File: config.mk
export PLATFORM = sky130hd
export DESIGN_NAME = window_integrator
export DESIGN_NICKNAME = d
export VERILOG_FILES = /design/src/rtl/classifier_pkg.sv /design/src/rtl/ii_row_buffer.sv /design/src/rtl/window_integrator.sv
export SDC_FILE = /design/constraint.sdc
export NUM_CORES = 1
export LEC_CHECK = 0
export CAP_MARGIN = 10
export CORE_ASPECT_RATIO = 1.1
export CORE_MARGIN = 4
export CORE_UTILIZATION = 55
export CTS_BUF_LIST = sky130_fd_sc_hd__clkbuf_4 sky130_fd_sc_hd__clkbuf_8
export DETAILED_ROUTE_END_ITERATION = 8
export PLACE_DENSITY = 0.71
export SLEW_MARGIN = 5
export SYNTH_ARGS = -nofsm -noshare
export SYNTH_HDL_FRONTEND = slang
export SYNTH_SLANG_ARGS = --single-unit
export TNS_END_PERCENT = 100
File: constraint.sdc
create_clock -name clk -period 10.1 [get_ports clk]
set_clock_uncertainty 0.05 [all_clocks]
set_input_delay 1.01 -clock clk [delete_from_list [all_inputs] [get_ports clk]]
set_output_delay 1.01 -clock clk [all_outputs]
set_load 0.01 [all_outputs]
File: src/rtl/classifier_pkg.sv
// Shared constants, width helpers and types for the integral-image front end.
package classifier_pkg;

   // Bit positions inside the 2-bit end-of-transfer tag.
   localparam int EOT_ROW = 0;
   localparam int EOT_WIN = 1;

   // Integral width: enough headroom to sum every pixel of one window.
   function automatic int calc_w_ii(input int w_data, input int fw, input int fh);
      return w_data + $clog2(fw * fh);
   endfunction

   // Squared-integral width: squared pixels summed over one window.
   function automatic int calc_w_sqii(input int w_data, input int fw, input int fh);
      return 2 * w_data + $clog2(fw * fh);
   endfunction

   localparam int W_II_DEF   = calc_w_ii(8, 24, 24);
   localparam int W_SQII_DEF = calc_w_sqii(8, 24, 24);

   typedef logic [W_II_DEF-1:0]   ii_t;
   typedef logic [W_SQII_DEF-1:0] sqii_t;

   // Row state of the integrator; the encoding doubles as the first_row flag.
   typedef enum logic {
      OTHER_ROWS = 1'b0,
      FIRST_ROW  = 1'b1
   } row_state_e;

endpackage

File: src/rtl/ii_row_buffer.sv
// One-row store of {ii, sqii} per column. Combinational read and registered
// write share one index, so a same-cycle read sees the previous row's value.
module ii_row_buffer
   import classifier_pkg::*;
#(
   parameter int DEPTH  = 24,
   parameter int W_II   = 18,
   parameter int W_SQII = 26,
   localparam int W_IDX = (DEPTH > 1) ? $clog2(DEPTH) : 1
) (
   input  logic              clk,
   input  logic [W_IDX-1:0]  idx,
   input  logic              we,
   input  logic [W_II-1:0]   wr_ii,
   input  logic [W_SQII-1:0] wr_sq,
   output logic [W_II-1:0]   rd_ii,
   output logic [W_SQII-1:0] rd_sq
);

   logic [W_II+W_SQII-1:0] mem [DEPTH];

   assign {rd_ii, rd_sq} = mem[idx];

   // Contents need no reset: the first row of every window ignores them.
   always_ff @(posedge clk) begin
      if (we) mem[idx] <= {wr_ii, wr_sq};
   end

endmodule

File: src/rtl/window_integrator.sv
// Window-local integral and squared-integral image, one pixel per clock,
// single output register with valid/ready, sticky framing error.
module window_integrator
   import classifier_pkg::*;
#(
   parameter int W_DATA         = 8,
   parameter int FEATURE_WIDTH  = 24,
   parameter int FEATURE_HEIGHT = 24,
   localparam int W_II   = calc_w_ii(W_DATA, FEATURE_WIDTH, FEATURE_HEIGHT),
   localparam int W_SQII = calc_w_sqii(W_DATA, FEATURE_WIDTH, FEATURE_HEIGHT)
) (
   input  logic              clk,
   input  logic              rst,
   input  logic              din_valid,
   output logic              din_ready,
   input  logic [W_DATA-1:0] din_data,
   input  logic [1:0]        din_eot,
   output logic              dout_valid,
   input  logic              dout_ready,
   output logic [W_II-1:0]   dout_ii,
   output logic [W_SQII-1:0] dout_sqii,
   output logic [1:0]        dout_eot,
   output logic              err
);

   localparam int W_COL = (FEATURE_WIDTH > 1) ? $clog2(FEATURE_WIDTH) : 1;
   localparam int W_ROW = (FEATURE_HEIGHT > 1) ? $clog2(FEATURE_HEIGHT) : 1;
   localparam logic [W_COL-1:0] COL_LAST = W_COL'(FEATURE_WIDTH - 1);
   localparam logic [W_ROW-1:0] ROW_LAST = W_ROW'(FEATURE_HEIGHT - 1);

   row_state_e        state_q, state_d;
   logic              first_row;
   logic              accept;
   logic              frame_bad;
   logic [W_COL-1:0]  col_q;
   logic [W_ROW-1:0]  row_q;
   logic [W_II-1:0]   rowsum_q, rs, ii, buf_ii;
   logic [W_SQII-1:0] rowsq_q, rq, sq, buf_sq, p_sq;

   assign din_ready = !dout_valid | dout_ready;
   assign accept    = din_valid & din_ready;
   assign first_row = (state_q == FIRST_ROW);

   // Datapath: running row sum plus the column total from the row above.
   assign p_sq = W_SQII'(din_data) * W_SQII'(din_data);
   assign rs   = rowsum_q + W_II'(din_data);
   assign rq   = rowsq_q + p_sq;
   assign ii   = rs + (first_row ? '0 : buf_ii);
   assign sq   = rq + (first_row ? '0 : buf_sq);

   // A row that ends off the last column, reaches it without ending, or a
   // window that ends off the last row, is a framing error.
   assign frame_bad = (din_eot[EOT_ROW] && (col_q != COL_LAST)) ||
                      (!din_eot[EOT_ROW] && (col_q == COL_LAST)) ||
                      (din_eot[EOT_WIN] && (row_q != ROW_LAST));

   ii_row_buffer #(
      .DEPTH  (FEATURE_WIDTH),
      .W_II   (W_II),
      .W_SQII (W_SQII)
   ) u_row_buf (
      .clk   (clk),
      .idx   (col_q),
      .we    (accept),
      .wr_ii (ii),
      .wr_sq (sq),
      .rd_ii (buf_ii),
      .rd_sq (buf_sq)
   );

   // Row state register.
   always_ff @(posedge clk or negedge rst) begin
      if (!rst) state_q <= FIRST_ROW;
      else      state_q <= state_d;
   end

   // Row state: end of window returns to first row, end of row leaves it.
   always_comb begin
      state_d = state_q;
      if (accept) begin
         if (din_eot[EOT_WIN])      state_d = FIRST_ROW;
         else if (din_eot[EOT_ROW]) state_d = OTHER_ROWS;
      end
   end

   // Column/row counters and row accumulators; they move only on accept and
   // always resynchronise to the incoming eot tags.
   always_ff @(posedge clk or negedge rst) begin
      if (!rst) begin
         col_q    <= '0;
         row_q    <= '0;
         rowsum_q <= '0;
         rowsq_q  <= '0;
      end else if (accept) begin
         if (din_eot[EOT_WIN]) begin
            col_q    <= '0;
            row_q    <= '0;
            rowsum_q <= '0;
            rowsq_q  <= '0;
         end else if (din_eot[EOT_ROW]) begin
            col_q    <= '0;
            row_q    <= row_q + 1'b1;
            rowsum_q <= '0;
            rowsq_q  <= '0;
         end else begin
            col_q    <= (col_q == COL_LAST) ? '0 : col_q + 1'b1;
            rowsum_q <= rs;
            rowsq_q  <= rq;
         end
      end
   end

   // Output register: load on accept, drop valid once consumed, hold on stall.
   always_ff @(posedge clk or negedge rst) begin
      if (!rst) begin
         dout_valid <= 1'b0;
         dout_ii    <= '0;
         dout_sqii  <= '0;
         dout_eot   <= '0;
      end else if (accept) begin
         dout_valid <= 1'b1;
         dout_ii    <= ii;
         dout_sqii  <= sq;
         dout_eot   <= din_eot;
      end else if (dout_ready) begin
         dout_valid <= 1'b0;
      end
   end

   // Sticky framing error, cleared only by reset.
   always_ff @(posedge clk or negedge rst) begin
      if (!rst)                       err <= 1'b0;
      else if (accept && frame_bad)   err <= 1'b1;
   end

endmodule

==> flow_metrics.tcl, run 1 <==
set metrics [dict create \
    outcome "finished, final reports clean" \
    worst-path-max-fanout 25 \
    ir_drop_mv 0.4623 \
    overflow 0 \
    place_ws_ns 1.349 \
    cp_top_family "adder cells" \
    finalCoreUtilization_pct 62.34 \
    synth_edf_count 1056 \
    cpPeakStageDelay_ns 0.83 \
    path_clk_slew_ns 0.06 \
    firstDrtPassIters 5 \
    synth_top_cells_by_count "1056 x edfxtp_1, 264 x mux4_2, 216 x nand2_1" \
    grt_pass1_vias 27430 \
    yosysSeqAreaShare_pct 70.04 \
    grt_max_degree 125 \
    dp_hpwl_um 66920 \
    ant_nets 0 \
    fin_cells 4210 \
    syn_area_sq_um 48960 \
    htreeDepth 4 \
    dr.first_iter.drc_count 3200 \
    wl_um 120100 \
    num-nets-final 3051 \
    cp.arrival_ns 8.37 \
    area_delta_synth_final_pct 12.25 \
    r2r-start "rowsq_q[6]$_DFFE_PN0P_" \
    port_buffers 62 \
    timing.fmax_ghz 0.1260 \
    fin_setup_tns_ns 0 \
    cts_buffer_depth 3 \
    synth_warnings 0 \
    ys_seq_elements 1159 \
    die_width_um 292.5 \
    rsz0062_at_grt "false" \
    p_per_area_nw_per_um2 313.5 \
    regToRegSetupSlack_ns 3.09 \
    fin_crit_ns 7.938 \
    finalCritPeriodShare_pct 78.60 \
    postSynthCellCount 2712 \
    post_cts_buffers 0 \
    yosysMostFrequentCell "edfxtp_1" \
    clkSinkCount 1159 \
    startpoint_type "input pin" \
    synth_flop_cell "edfxtp_1" \
    drive_gt1_share_pct 24.54 \
    numCtsBuffers 174 \
    hp-class "in2async" \
    placed_cells 3882 \
    die_area_sq_um 93860 \
    slew_violations 0 \
    insertion_delay_ns 0.84 \
    floorplan.initialDensity_pct 55.54 \
    async_reset_ff_share_pct 8.887 \
    hold_violations 0 \
    cap_violations 0 \
    yosysTopAreaCell "edfxtp_1" \
    antenna_found_initial 2 \
    cts_root_buf "clkbuf_8" \
    die_y_um 320.9 \
    leakage_nw 18.64 \
    cts_tree "built" \
    num_vias 26720 \
    hold_slack_ns 0.1111 \
    post_drt_via_cell_ratio 6.346 \
    setup_violations 0 \
    slew_headroom_pct 20.14 \
    grt.total_usage_pct 25.92 \
    register_area_sq_um 34300 \
    hold_buffers 0 \
    path_buf_inv 4 \
    multi_input_area_sq_um 13980 \
    fin_ws_ns 2.162 \
    avgSynthCellArea_sq_um 18.05 \
    globalplace.congestion 0.8794 \
    drc 0 \
    rows 114 \
    worst_ep_required_time_ns 10.53 \
    rr_endpoint "u_row_buf.mem[16][25]$_DFFE_PP_" \
    grt_pass1_wl_um 178100 \
    rr_worst_depth 21 \
    synth.area.top_cells "edfxtp_1 65%, mux4_2 12%, dfrtp_1 5.2%" \
    wire_per_inst_um 28.52 \
    setup.worst_path.end_class "flip-flop" \
    fill_cells 6137 \
    crit_slowest_cell "clkdlybuf4s50_1" \
    cts.repair.resized 0 \
    coreArea_sq_um 88150 \
    setup.worst_path.class "in2reg" \
    worstMarginPinSlew_ns 1.195 \
    synth.top_cell.area_share_pct 64.77 \
    synth_cell_types 73 \
    syn_nets 2865 \
    ioPinCount 63 \
]
area by class of cell:
class / count / area share, %
diodes: 2 / 0.009107
clock buffers: 237 / 5.344
clock inverters: 89 / 1.268
inverters: 90 / 0.6147
multi-input cells: 1331 / 25.44
flip-flops and latches: 1159 / 62.42
well taps: 1160 / 2.641
repair buffers: 142 / 2.270
per-layer routing:
layer	vias to the layer above	global-route usage, %	share of wire (%)
met5	-	0	0
met1	13860	35.42	38
li1	11200	-	-
met2	1426	42.26	49
met3	234	5.966	9.8
met4	0	8.064	2.9
state kept, by name, indices dropped and copies added (netlist names):
name	count
err	1
u_row_buf.mem	1056
dout_ii	18
dout_valid	1
col_q	5
rowsq_q	26
dout_sqii	26
row_q	5
rowsum_q	18
dout_eot	2
first_row	1
stage by stage:
stage | area, sq um | power [mW]
CTS | 54950 | 17.28
global route | 54950 | 18.06
finish | 54960 | 17.23
floorplan | 48960 | 11.14
detailed placement | 51310 | 13.39
global placement | 51310 | 13.11
power breakdown:
part	switching (mW)	internal [mW]
Sequential	0.114	7.71
Combinational	3.84	1.64
Clock	1.81	2.12
worst max-delay path by stage:
stage	start	end	slack (ns)	cells after the start
finish	din_data[5]	u_row_buf.mem[16][25]$_DFFE_PP_	2.16	25
global route	din_data[6]	u_row_buf.mem[23][25]$_DFFE_PP_	1.56	26
CTS	din_data[5]	u_row_buf.mem[11][25]$_DFFE_PP_	2.23	25
detailed placement	din_data[5]	dout_sqii[25]$_DFFE_PN0P_	1.35	26
floorplan	din_data[6]	u_row_buf.mem[0][25]$_DFFE_PP_	2.66	26
global placement	din_data[6]	dout_sqii[25]$_DFFE_PN0P_	1.47	27
logic make-up after synthesis:
logic type / after synthesis / share of synthesized area [%]
flip-flops: 1159 / 70.04
AND/OR/NAND/NOR: 423 / 3.903
AO/OA/AOI/OAI: 364 / 5.035
multiplexers: 323 / 13.50
buffers and inverters: 222 / 1.876
adder cells (fa/ha/maj): 139 / 4.166
XOR/XNOR: 82 / 1.482
placed cells by master, fill, tap and decap left out, drive strengths merged, types with 5 or more instances in the layout:
master,count
and3,12
nor2,71
o21bai,11
buf,81
a21o,25
a22oi,90
a31oi,56
clkdlybuf4s50,61
o21a,11
o21ai,58
fa,40
nand2b,6
o31ai,7
clkinvlp,7
or3,5
edfxtp,1056
a211oi,7
inv,97
mux2,56
mux4,264
xnor2,58
nand3,31
nand2,216
ha,99
and2,28
a22o,14
nor2b,9
nand4,10
dfrtp,102
bufinv,8
a21oi,57
clkinv,67
xor2,24
nor3,15
clkbuf,237
Power figures use the tool's default switching activity.
==> run 2, diff against run 1 <==
- clock period: 10.1 -> 8.25 ns (I/O delays scaled with it)
==> run 2 against run 1 <==
Final cell count grew 0.45%. Worst hold slack gained 0.31 ns. Wire length grew 3.4%. Critical path type unchanged. Largest cell class unchanged.
==> flow_metrics.tcl, run 2 (synthesized netlist as in run 1, its figures left out) <==
set metrics [dict create \
    antenna_found_initial 4 \
    num-nets-final 3077 \
    ioPinCount 63 \
    hp-class "reg2reg" \
    finalCritPeriodShare_pct 88.41 \
    grt_max_degree 89 \
    worst_ep_required_time_ns 8.97 \
    num_vias 26970 \
    insertion_delay_ns 0.84 \
    layout_commonest_cell "edfxtp_1" \
    hold_path_depth 2 \
    wl_um 124200 \
    cts_tree "built" \
    cp.arrival_ns 8.02 \
    setup.worst_path.end_class "flip-flop" \
    clkSinkCount 1159 \
    post_cts_buffers 0 \
    setup_violations 0 \
    final_cell_mix "1056 x edfxtp_1, 264 x mux4_2, 215 x nand2_1" \
    timing.fmax_ghz 0.1371 \
    outcome "finished, final reports clean" \
    internal_power_mw 14.04 \
    startpoint_type "input pin" \
    ir_drop_mv 0.8716 \
    ant_nets 0 \
    worst-path-max-fanout 25 \
    globalplace.congestion 0.9243 \
    regMostFlops "u_row_buf.mem" \
    port_buffers 62 \
    switching_share_pct 33.78 \
    die_y_um 320.9 \
    area_delta_synth_final_pct 12.56 \
    die_area_sq_um 93860 \
    fin_crit_ns 7.294 \
    die_width_um 292.5 \
    hold_path_end "dout_sqii[6]$_DFFE_PN0P_" \
    path_clk_slew_ns 0.06 \
    worstMarginPinSlew_ns 1.196 \
    p_total_mw 21.20 \
    pwr-share-seq_pct 45.2 \
    fin_setup_tns_ns 0 \
    p_switching_mw 7.162 \
    pwr-share-comb_pct 32.5 \
    r2r-start "rowsq_q[6]$_DFFE_PN0P_" \
    setup.worst_path.class "in2reg" \
    fill_cells 6072 \
    largest_reg_flops 1056 \
    cts_buffer_depth 3 \
    dp_hpwl_um 70120 \
    rr_endpoint "dout_sqii[25]$_DFFE_PN0P_" \
    numCtsBuffers 175 \
    grt.total_usage_pct 26.63 \
    wire_per_inst_um 29.37 \
    firstDrtPassIters 6 \
    cap_violations 0 \
    slew_violations 0 \
    clock_power_share_pct 22.3 \
    regToRegSetupSlack_ns 1.40 \
    finalCoreUtilization_pct 62.51 \
    rsz0062_at_grt "false" \
    hold_slack_ns 0.4190 \
    p_per_area_nw_per_um2 384.7 \
    hold_violations 0 \
    htreeDepth 4 \
    rr_worst_depth 22 \
    floorplan.initialDensity_pct 55.54 \
    worstHoldStart "dout_sqii[6]$_DFFE_PN0P_" \
    grt_pass1_vias 27700 \
    drc 0 \
    coreArea_sq_um 88150 \
    drive_gt1_share_pct 25.13 \
    dr.first_iter.drc_count 2788 \
    leakage_nw 18.76 \
    post_drt_via_cell_ratio 6.376 \
    cts_root_buf "clkbuf_8" \
    grt_pass1_wl_um 181800 \
    rows 114 \
    top_regs "u_row_buf.mem: 1056 flops, dout_sqii: 26 flops, rowsq_q: 26 flops" \
    overflow 0 \
    slew_headroom_pct 20.10 \
]
## run 2: power groups by stage
| stage | combinational, mW | sequential, mW | clock, mW |
|---|---|---|---|
| after floorplan | 3.88 | 9.76 | 0 |
| after global placement | 6.55 | 9.69 | 0 |
| after detailed placement | 6.83 | 9.71 | 0 |
| after CTS | 6.84 | 9.59 | 4.82 |
| after global routing | 7.44 | 9.62 | 5.10 |
| final | 6.88 | 9.59 | 4.73 |
## run 2: final cells by class
cell class / instances / area (sq um) / area share (%)
Antenna cell: 1 / 2.502 / 0.004541
Clock buffer: 249 / 3027 / 5.492
Clock inverter: 72 / 518.0 / 0.9400
Inverter: 90 / 337.8 / 0.6130
Multi-Input combinational cell: 1331 / 13990 / 25.39
Sequential cell: 1159 / 34300 / 62.25
Tap cell: 1160 / 1451 / 2.634
Timing Repair Buffer: 167 / 1475 / 2.677
## run 2: timing repair
action	CTS	global route
endpoints found under the hold margin	57	0
resized for setup	0	0
hold buffers	1	0
## run 2: per-stage QoR
step / area (sq um) / worst slack, ns / cells
floorplan: 48960 / 0.9976 / 2712
global placement: 51540 / 0.3060 / 3906
detailed placement: 51540 / 0.09779 / 3906
CTS: 55090 / 0.9785 / 4228
global route: 55110 / 0.5475 / 4229
finish: 55110 / 0.9561 / 4229
## run 2: worst max-delay path, cell delays in order
cell and delay (ns):
clkdlybuf4s50_1 0.48, buf_4 0.20, nand2_1 0.12, xnor2_1 0.15, ha_1 0.19, a21o_1 0.17
fa_1 0.48, fa_1 0.50, inv_1 0.05, fa_1 0.48, inv_1 0.05, ha_1 0.32
a2111oi_0 0.50, o21ai_1 0.17, a41oi_1 0.32, o21ai_1 0.18, a31oi_1 0.37, xnor2_1 0.17
ha_1 0.29, a21o_1 0.19, a21o_1 0.18, a21oi_1 0.20, o21ai_0 0.11, o21ai_0 0.09
o41ai_1 0.14, xnor2_2 0.80, mux2_4 0.28
## run 2: worst max path at each step
| stage | startpoint | end | slack [ns] | cells after the start |
|---|---|---|---|---|
| after global placement | din_data[2] | u_row_buf.mem[14][23]$_DFFE_PP_ | 0.31 | 26 |
| after floorplan | din_data[6] | u_row_buf.mem[0][25]$_DFFE_PP_ | 1.0 | 26 |
| after global routing | din_data[2] | dout_sqii[22]$_DFFE_PN0P_ | 0.55 | 26 |
| after detailed placement | din_data[2] | u_row_buf.mem[12][23]$_DFFE_PP_ | 0.1 | 26 |
| final | din_data[2] | dout_sqii[25]$_DFFE_PN0P_ | 0.96 | 27 |
| after CTS | din_data[2] | u_row_buf.mem[14][23]$_DFFE_PP_ | 0.98 | 26 |
## run 2: per-layer routing
metal	up-vias	routed length, um	GRT usage [%]	share of wire [%]
li1	11250	-	-	-
met4	4	4333	9.503	3.5
met5	-	27	0	0.022
met2	1396	62120	44.13	50
met3	246	10880	5.144	8.8
met1	14070	46830	35.86	38
